==> src/rtl/cpu_pkg.sv <==
// Shared types and widths for the pipeline datapath stages.
// Latency: n/a (declarations only).
// Backpressure: n/a.
package cpu_pkg;

  localparam int XLEN      = 32;
  localparam int REGADDR_W = 5;
  localparam int CNT_W     = 8;

  // MEM-stage access sequencer states
  typedef enum logic [1:0] {
    S_IDLE = 2'd0,
    S_WAIT = 2'd1,
    S_DONE = 2'd2
  } mem_state_t;

  // Word accesses need the two low byte-address bits clear
  function automatic logic word_aligned(input logic [1:0] addr_lo);
    return (addr_lo == 2'b00);
  endfunction

endpackage

==> src/rtl/memwb_reg.sv <==
// MEM/WB pipeline register with bubble insertion and a separately enabled load-data field.
// Latency: 1 cycle, loads on every rising edge.
// Backpressure: none; a bubble clears the writeback controls and holds the data fields.
// Ports: clk/rst (sync, active-high); bubble; reg_write/mem_to_reg/alu_res/rd_addr in;
//        mem_data_en/mem_data in; wb_* registered outputs to the writeback mux.
module memwb_reg
  import cpu_pkg::*;
(
  input  logic                 clk,
  input  logic                 rst,
  input  logic                 bubble,
  input  logic                 reg_write,
  input  logic                 mem_to_reg,
  input  logic [XLEN-1:0]      alu_res,
  input  logic [REGADDR_W-1:0] rd_addr,
  input  logic                 mem_data_en,
  input  logic [XLEN-1:0]      mem_data,
  output logic                 wb_reg_write,
  output logic                 wb_mem_to_reg,
  output logic [XLEN-1:0]      wb_alu_res,
  output logic [XLEN-1:0]      wb_mem_data,
  output logic [REGADDR_W-1:0] wb_rd_addr
);

  always_ff @(posedge clk) begin
    if (rst) begin
      wb_reg_write  <= 1'b0;
      wb_mem_to_reg <= 1'b0;
      wb_alu_res    <= '0;
      wb_mem_data   <= '0;
      wb_rd_addr    <= '0;
    end else begin
      wb_reg_write  <= reg_write & ~bubble;
      wb_mem_to_reg <= mem_to_reg & ~bubble;
      // Data fields are don't-care under a bubble, so they simply hold
      if (!bubble) begin
        wb_alu_res <= alu_res;
        wb_rd_addr <= rd_addr;
      end
      // Load data only moves when a memory access retires
      if (mem_data_en) begin
        wb_mem_data <= mem_data;
      end
    end
  end

endmodule

==> src/rtl/mem_stage.sv <==
// MEM stage: word load/store over a req/ack data-memory port, feeding the MEM/WB register.
// Latency: 1 cycle for non-memory ops; aligned accesses take 2 + (extra WAIT cycles) stalls plus one DONE cycle.
// Backpressure: stall_o (combinational) freezes upstream while an access is being issued or awaited.
// Ports: clk_i, rst_i (sync, active-high); EX/MEM inputs *_i; dmem_* request/ack port;
//        MEM/WB outputs RegWrite_o/MemtoReg_o/ALUres_o/MemData_o/RDaddr_o; misalign_o pulse, bus_err_o sticky.
module mem_stage
  import cpu_pkg::*;
#(
  parameter int TIMEOUT = 16
) (
  input  logic                 clk_i,
  input  logic                 rst_i,
  input  logic                 RegWrite_i,
  input  logic                 MemtoReg_i,
  input  logic                 MemRead_i,
  input  logic                 MemWrite_i,
  input  logic [XLEN-1:0]      ALUres_i,
  input  logic [XLEN-1:0]      RS2data_i,
  input  logic [REGADDR_W-1:0] RDaddr_i,
  output logic                 stall_o,
  output logic                 dmem_req_o,
  output logic                 dmem_we_o,
  output logic [XLEN-1:0]      dmem_addr_o,
  output logic [XLEN-1:0]      dmem_wdata_o,
  input  logic                 dmem_ack_i,
  input  logic [XLEN-1:0]      dmem_rdata_i,
  output logic                 RegWrite_o,
  output logic                 MemtoReg_o,
  output logic [XLEN-1:0]      ALUres_o,
  output logic [XLEN-1:0]      MemData_o,
  output logic [REGADDR_W-1:0] RDaddr_o,
  output logic                 misalign_o,
  output logic                 bus_err_o
);

  // Last WAIT count value before the access is abandoned
  localparam logic [CNT_W-1:0] CNT_LAST = CNT_W'(TIMEOUT - 1);

  mem_state_t       state;
  logic [CNT_W-1:0] cnt;
  logic             to_flag;
  logic [XLEN-1:0]  rdata_q;

  logic mem_op;
  logic aligned;
  logic start;
  logic wb_bubble;
  logic wb_reg_write;
  logic wb_data_en;

  assign mem_op  = MemRead_i | MemWrite_i;
  assign aligned = word_aligned(ALUres_i[1:0]);
  assign start   = (state == S_IDLE) && mem_op && aligned;
  assign stall_o = start || (state == S_WAIT);

  // What the MEM/WB register captures at the next edge
  always_comb begin
    wb_bubble    = 1'b0;
    wb_reg_write = RegWrite_i;
    wb_data_en   = 1'b0;
    case (state)
      S_IDLE: begin
        wb_bubble = start;
        // Misaligned accesses pass through but must not write back
        if (mem_op) wb_reg_write = 1'b0;
      end
      S_WAIT: wb_bubble = 1'b1;
      S_DONE: begin
        wb_reg_write = RegWrite_i & ~to_flag;
        wb_data_en   = 1'b1;
      end
      default: wb_bubble = 1'b1;
    endcase
  end

  always_ff @(posedge clk_i) begin
    if (rst_i) begin
      state        <= S_IDLE;
      dmem_req_o   <= 1'b0;
      dmem_we_o    <= 1'b0;
      dmem_addr_o  <= '0;
      dmem_wdata_o <= '0;
      cnt          <= '0;
      to_flag      <= 1'b0;
      rdata_q      <= '0;
      misalign_o   <= 1'b0;
      bus_err_o    <= 1'b0;
    end else begin
      misalign_o <= 1'b0;
      case (state)
        S_IDLE: begin
          if (mem_op) begin
            if (aligned) begin
              dmem_req_o   <= 1'b1;
              dmem_we_o    <= MemWrite_i;  // write wins if both set
              dmem_addr_o  <= ALUres_i;
              dmem_wdata_o <= RS2data_i;
              cnt          <= '0;
              state        <= S_WAIT;
            end else begin
              misalign_o <= 1'b1;
            end
          end
        end
        S_WAIT: begin
          // Ack is checked first so an ack on the last count still succeeds
          if (dmem_ack_i) begin
            dmem_req_o <= 1'b0;
            if (!dmem_we_o) rdata_q <= dmem_rdata_i;
            state <= S_DONE;
          end else if (cnt == CNT_LAST) begin
            dmem_req_o <= 1'b0;
            bus_err_o  <= 1'b1;
            to_flag    <= 1'b1;
            rdata_q    <= '0;
            state      <= S_DONE;
          end else begin
            cnt <= cnt + 8'd1;
          end
        end
        S_DONE: begin
          // Upstream advances on this edge, so the op is never reissued
          to_flag <= 1'b0;
          state   <= S_IDLE;
        end
        default: state <= S_IDLE;
      endcase
    end
  end

  memwb_reg u_memwb (
    .clk           (clk_i),
    .rst           (rst_i),
    .bubble        (wb_bubble),
    .reg_write     (wb_reg_write),
    .mem_to_reg    (MemtoReg_i),
    .alu_res       (ALUres_i),
    .rd_addr       (RDaddr_i),
    .mem_data_en   (wb_data_en),
    .mem_data      (rdata_q),
    .wb_reg_write  (RegWrite_o),
    .wb_mem_to_reg (MemtoReg_o),
    .wb_alu_res    (ALUres_o),
    .wb_mem_data   (MemData_o),
    .wb_rd_addr    (RDaddr_o)
  );

endmodule

==> config.mk <==
export PLATFORM = sky130hd
export DESIGN_NAME = mem_stage
export DESIGN_NICKNAME = d
export VERILOG_FILES = /design/src/rtl/cpu_pkg.sv /design/src/rtl/memwb_reg.sv /design/src/rtl/mem_stage.sv
export SDC_FILE = /design/constraint.sdc
export NUM_CORES = 1
export LEC_CHECK = 0
export CORE_MARGIN = 2
export CORE_UTILIZATION = 40
export DETAILED_ROUTE_END_ITERATION = 6
export PLACE_DENSITY = 0.74
export SLEW_MARGIN = 20
export SYNTH_ARGS = -nofsm -noshare
export SYNTH_HDL_FRONTEND = slang
export SYNTH_SLANG_ARGS = --single-unit
==> constraint.sdc <==
create_clock -name clk_i -period 2.4 [get_ports clk_i]
set_input_delay 0.48 -clock clk_i [delete_from_list [all_inputs] [get_ports clk_i]]
set_output_delay 0.48 -clock clk_i [all_outputs]
set_load 0.005 [all_outputs]
# [Word-level counts from Yosys, hierarchy flattened]
# Index checks and enable logic that the tools add are counted.
[totals] regBits=182 output_inout_bits=140
[op_classes] n_addsub=1 eq_ne=10 n_mux=26 bitwise=9 n_reduce_logical=16
[op_table] op="32-bit two-way mux" n=3
[op_table] op="8-bit two-way mux" n=4
[op_table] op="8-bit case mux with 2 select lines" n=1
[op_table] op="3-bit AND reduction" n=5
[op_table] op="2-bit inequality test (second input constant)" n=5
[op_table] op="1-bit two-way mux" n=9
[op_table] op="8-bit by 1-bit adder with 8-bit output (second input constant)" n=1
[op_table] op="8-bit by 4-bit == test with 1-bit output (second input constant)" n=1
[op_table] op="2-bit two-way mux" n=4
[op_table] op="1-bit case mux with 2 select lines" n=4
[op_table] op="2-bit nonzero test" n=3
[op_table] op="1-bit inverter" n=5
[op_table] op="5-bit AND reduction" n=1
[op_table] op="2-bit logical NOT" n=2
[op_table] op="2-bit case mux with 2 select lines" n=1
[op_table] op="4-bit AND reduction" n=1
[op_table] op="1-bit AND" n=3
[op_table] op="3-bit by 2-bit inequality test with 1-bit output (second input constant)" n=1
[op_table] op="3-bit OR reduction" n=1
[op_table] op="2-bit by 1-bit == test with 1-bit output (second input constant)" n=1
[op_table] op="2-bit == test (second input constant)" n=1
[op_table] op="1-bit logical AND" n=2
[op_table] op="2-bit by 1-bit inequality test with 1-bit output (second input constant)" n=1
[op_table] op="1-bit logical OR" n=1
[op_table] op="1-bit bitwise OR" n=1

# [Logic depth before layout (Yosys ltp)]
# Gate-level depths: netlist (run 1).
[logic_depth] depth_word=6 ltp_mapped=8

# [Hierarchy]
# From an unflattened synthesis (run 1), not the netlist that was laid out.
[unflattened] hier_cells=664 hier_area_um2=6402.4
[modules_own_cells] mod="mem_stage" instances=1 cells_each=436 area_each_um2=3877.5 seq_area_each_um2=2222.1
[modules_own_cells] mod="memwb_reg" instances=1 cells_each=228 area_each_um2=2524.9 seq_area_each_um2=1421.4

# [Worst setup path before layout (run 1)]
# Ideal clock, no wire load.
[synth_path] path_type="input to output" from="input port ALUres_i[0]" to="output port stall_o" arrival_ns=1.546 required_ns=1.920 slack_ns=0.374 cell_stages=6 cell_sequence="or2_1 > clkbuf_1 > or3_1 > buf_2 > clkbuf_1 > nand2_1"
[synth_between] elab_chain_len=3
[synth_rtl] element="start: declaration" line_no="mem_stage.sv:17" text="input logic [XLEN-1:0] ALUres_i,"
[synth_rtl] element="2-bit logical NOT" line_no="cpu_pkg.sv:19" text="return (addr_lo == 2'b00);"
[synth_rtl] element="1-bit logical AND" line_no="mem_stage.sv:53" text="assign start = (state == S_IDLE) && mem_op && aligned;"
[synth_rtl] element="1-bit logical OR" line_no="mem_stage.sv:54" text="assign stall_o = start || (state == S_WAIT);"
[synth_rtl] element="end: declaration" line_no="mem_stage.sv:20" text="output logic stall_o,"
# No other way between the ends.

# [Final worst setup path (run 1)]
# Ends and elaborated chain as after synthesis.

==> flow_summary_export.csv, run 1 <==
group,metric,value,unit
run_status,status,"complete, no violations",
yosys,yosysTopAreaCell,"dfxtp_1",
place,gp_congestion,0.763,
layout,finalNetCount,1075,
cts,clock_path_buffers,2,
cts,cts_tree,"yes",
place,portBuffers,247,
pwr,power,6.53,mW
route,ant_nets,0,
floorplanning,start_util,41.2,%
floorplanning,core_area,15300,µm²
route,via_count,5762,
cts,clock-root-buffer,"clkbuf_16",
floorplanning,ioPinCount,248,
route,drt-total-wl,17800,µm
yosys,synth_flop_cell,"dfxtp_1",
pwr,sw_frac_of_total,24.1,%
layout,layout-drive-gt1-share,6.54,%
timing,worst_pin_slew,0.981,ns
cts,cts_setup_buffers,0,
timing,rsz0062_at_grt,"no",
timing,fmaxAchievable,438,MHz
worst_setup_path,cp.required,1.92,ns
yosys,ys_top_cells_by_area,"dfxtp_1, nand2_1, a21oi_1",
cts,numCtsBuffers,17,
layout,final_common_cell,"nand2_1",
layout,fill_cells,1398,
timing,slew_viol_final,0,
yosys,synth_area,6310,µm²
pwr,p_sw,1.57,mW
pwr,p_clk_share,39.5,%
route,route.detailed.drc,0,
job,max-cap-violations,0,
cts,cts_hold_buf,0,
layout,multi_input_area,2430,µm²
pwr,internal_power,4.96,mW
floorplanning,fp.dieH,130,µm
yosys,synth-seq-cells,182,
worst_setup_path,start_kind,"input pin",
place,dp_hpwl,11800,µm
yosys,syn_avg_cell_area,8.57,µm²
layout,layout_common_cells,"nand2_1, clkdlybuf4s50_1, dfxtp_1, a21oi_1, a22o_1",
floorplanning,rows,45,
layout,register_area,3640,µm²
route,drtIter0Drc,284,
worst_setup_path,r2r_slack,0.37,ns
worst_hold_path,hp-class,"reg2reg",
global_route,grt-ovfl-total,0,
worst_setup_path,cp.arrival,1.80,ns
yosys,syn_nets,845,
layout,instances_no_fill,1190,
pwr,ir_worst_vdd,0.000611,V
timing,fin_crit,2.28,ns
floorplanning,fp.dieW,130,µm
timing,hold_violations,0,
yosys,synth.distinct_cells,41,
worst_setup_path,path_class,"in2out",
yosys,synth_edf_count,0,
global_route,grtUsageTotal,20.7,%
cts,clk_pin_slew,0.07,ns
layout,n_antenna_cell,0,
route,routedWlPerCell,14.9,µm
yosys,synth-async-reset-ratio,0,%
pwr,power_frac_comb,11.6,%
route,viasPerCell,4.84,
cts,htree_num_levels,4,
yosys,netlist_instances,736,
floorplanning,dieArea,16800,µm²
cts,cts.sinks,182,
cts,insertion_delay,0.41,ns
layout,syn_to_final_growth,51.4,%
yosys,synth_top_area_share,57.7,%
route,dr.pass1.iters,5,
timing,tns,0,ns
yosys,yosysSeqAreaShare,57.7,%
worst_setup_path,path_max_fanout,2,
global_route,grt_max_degree,81,
global_route,grt_pass1_vias,5411,
pwr,power_density,684,nW/µm²
global_route,grt_pass1_wl,27400,µm
pwr,p_leak,3.50,nW
timing,fin_crit_sh,95.2,%
place,dp_cells,1158,
timing,finalClockSkew,0.00745,ns
timing,setup_viol,0,
pwr,seqPwrFrac,48.9,%
global_route,grt_antenna_before_repair,0,
timing,hold_ws,0.448,ns
timing,slew_headroom,34.6,%
yosys,synth.yosys.warnings,0,
worst_setup_path,end_kind,"output pin",
-- path summary, 6_finish.rpt --
| check | cells after the start | start | endpoint |
|---|---|---|---|
| max | 5 | ALUres_i[0] | stall_o |
| min | 2 | rdata_q[6] | u_memwb.wb_mem_data[6] |
| max reg2reg | 5 | cnt[0] | rdata_q[0] |
| min reg2reg | 2 | rdata_q[6] | u_memwb.wb_mem_data[6] |
-- power by group through the flow --
| stage | registers (mW) | logic (mW) | clock network, mW |
|---|---|---|---|
| 2_1_floorplan | 3.27 | 0.275 | 0 |
| 3_3_place_gp | 3.26 | 0.757 | 0 |
| 3_5_place_dp | 3.26 | 0.760 | 0 |
| 4_1_cts | 3.19 | 0.764 | 2.64 |
| 5_1_grt | 3.21 | 0.827 | 2.76 |
| 6_report | 3.19 | 0.758 | 2.58 |
-- metrics by stage --
stage	setup WS (ns)	area, µm²	util (%)
3_5_place_dp	-0.316	9000	58.8
4_1_cts	0.0318	9550	62.4
2_1_floorplan	0.374	6310	-
6_report	0.115	9560	62.4
3_3_place_gp	-0.317	9000	58.8
5_1_grt	0.0647	9560	62.4
-- kinds of logic after synthesis --
logic type	Yosys count	synth area share, %
AO/OA/AOI/OAI	193	18.4
adder cells (fa/ha/maj)	1	0.198
buffers and inverters	59	4.16
flip-flops	182	57.7
multiplexers	1	0.159
AND/OR/NAND/NOR	300	19.3
-- per-layer routing --
layer / track usage (%) / up-vias / part of all wire, %
met2: 33.0 / 197 / 47
met1: 25.2 / 2648 / 41
met5: 0 / - / 0
met4: 4.11 / 0 / 0.46
met3: 10.9 / 6 / 11
li1: - / 2911 / -
-- critical path, stage by stage --
cell	delay (ns)
clkdlybuf4s50_1	0.41
or2_1	0.29
or3_4	0.35
nand2_1	0.07
clkdlybuf4s15_2	0.20
-- area by class of cell --
type                    instances  area share (%)
clock buffers                  20            4.78
clock inverters                12           0.982
inverters                       6           0.236
multi-input cells             495            25.4
flip-flops and latches        182            38.1
well taps                     211            2.76
repair buffers                264            27.7
-- timing repair --
| item | in CTS | in global routing |
|---|---|---|
| resized for setup | 4 | 1 |
| setup endpoints to repair | 1 | 1 |
| pin swaps | 1 | 1 |
-- Yosys cell counts (all sizes together) (3+ instances only) --
cell type	count
and3	7
o21a	3
nor2	8
a31oi	4
buf	17
nand3	5
inv	6
a22o	32
clkbuf	36
nand2	266
o21ai	6
nor3	4
dfxtp	182
a21oi	137
Power figures use the tool's default switching activity.
==> run 2, diff against run 1 <==
CAP_MARGIN = 20   (was not set)
==> results of run 2 <==
Final layout, timing and power as in run 1 (identical DEF).
==> edit (flow settings as in run 2) <==
Set the package constant `XLEN` to 40 (it was 32).
--- a/src/rtl/cpu_pkg.sv
+++ b/src/rtl/cpu_pkg.sv
@@ -3,7 +3,7 @@
 // Backpressure: n/a.
 package cpu_pkg;
 
-  localparam int XLEN      = 32;
+  localparam int XLEN      = 40;
   localparam int REGADDR_W = 5;
   localparam int CNT_W     = 8;
 
Ports: changed (7 resized); port bits go from 248 to 304. No check against the original RTL was run, so the function may have changed too.
==> edit against run 2 <==
- sequential cell count is 40 higher
- total power is 35% higher
- setup slack worse by 0.050 ns
- synthesized area is 23% higher
- routed wire length is 27% higher
- final area is 25% higher
- utilization is 0.89 points higher
- critical path type unchanged
- largest power group is now the clock network
==> edit: results (changes against run 2) <==
Global routing
  – Global-route wire length before repair: 35500 um (+30%)
  – Largest net degree at the start of global routing: 130 (+60%)
  – Total Routing Usage GR: 21.3% (+0.53 points)
  – Antenna violations before repair: 1 (+1)
  – Met2 GRT Util: 35.2% (+2.1 points)
  – Met3 Use GR: 4.93% (-5.9 points)
  – Met1 usage: 26.8% (+1.6 points)
  – Number of global-route vias before repair: 6823 (+26%)

Clock tree
  – Htree depth: 1 (-3)
  – Worst skew pair latency: 0.50 ns (+0.09 ns)
  – CTS max path bufs: 3 (+1)
  – CTS Buf Count: 25 (+8)

Route
  – DRT iter0 DRCs: 409 (+44%)
  – Met2 wire length: 10700 um (+27%)
  – Via count: 7132 (+24%)
  – WL met3: 1610 um (-20%)
  – DR WL/cell: 15.4 um (+3.2%)
  – Met1 wire length: 9380 um (+29%)

Finish
  – Fraction of area in multi-input gates: 24.8% (-0.61 points)
  – Ant diodes: 3 (+3)
  – Layout net count: 1316 (+22%)
  – FF+latch area: 4440 sq um (+22%)
  – Fillers: 1588 (+14%)
  – Seq cells: 222 (+22%)
  – # clk buffers: 33 (+65%)
  – Multi-input gate count: 607 (+23%)
  – NonClk Buf Share: 27.6% (-0.093 points)
  – Non-clk invs: 4 (-2)
  – Clk tree area frac: 7.38% (+1.6 points)
  – Non-clk bufs: 323 (+22%)
  – Share of cells above drive strength 1: 6.83% (+0.29 points)

Logic synthesis
  – Synth Area in Compound Gates: 17.5% (-0.95 points)
  – Post-synthesis mux area share: 0.129% (-0.029 points)
  – Synth area leaders: dfxtp_1 57%, nand2_1 16%, a21oi_1 11%, a22o_1 4.5%, clkbuf_1 1.7%
  – Synth cell count leaders: 321 x nand2_1, 222 x dfxtp_1, 167 x a21oi_1
  – Sequential area share after synthesis: 57.5% (-0.27 points)

Place
  – Final Wtd Congestion: 0.828 (+8.5%)
  – Post-DP HPWL: 14700 um (+24%)

Worst setup path
  – Flop2flop setup slack: 0.50 ns (+0.13 ns)
  – R2R cell count: 6 (+1)
  – Critical Path Source: ALUres_i[1]
  – Critical path's largest stage delay: 0.43 ns (+0.02 ns)
  – Top delay family on crit path: buffers and inverters
  – Reg2Reg Capture Point: cnt[1]

Power and ir drop
  – P_sw: 1.98 mW (+26%)
  – Combinational power: 927 uW (+22%)
  – Clk pwr share: 45.4% (+5.9 points)

Run status
  – Status: completed

STA
  – Worst Clk Skew: 0.0150 ns (+0.00755 ns)
  – Worst slew pin tran: 0.997 ns (+0.0158 ns)

Min path
  – Hold EP: u_memwb.wb_mem_data[0]
  – Hold path start: rdata_q[0]
## edit: cell types whose count changed in the layout (fill, tap and decap cells not counted), sizes merged, moves of 4 or more
cell,before,now
a21oi,137,167
clkbuf,20,33
nand2,266,331
inv,9,4
bufinv,0,4
nor2,8,12
dfxtp,182,222
and3,7,3
a22o,32,40
clkdlybuf4s50,244,301
nand3,5,9
## edit: timing repair
item,in CTS,in global routing
setup endpoints to repair,1,0
endpoints found under the hold margin,0,0
gates resized for setup,1,0
## edit: stage by stage
step	hold slack, ns	setup WS, ns	cell area (sq um)	cells	power, mW
3_5_place_dp	0.443	-0.190	11000	1415	4.90
3_3_place_gp	0.435	-0.200	11000	1415	4.88
2_1_floorplan	0.432	0.414	7730	900	4.32
5_1_grt	0.467	0.0129	11900	1461	9.16
6_report	0.446	0.0656	11900	1464	8.83
4_1_cts	0.449	0.0661	11900	1460	8.91
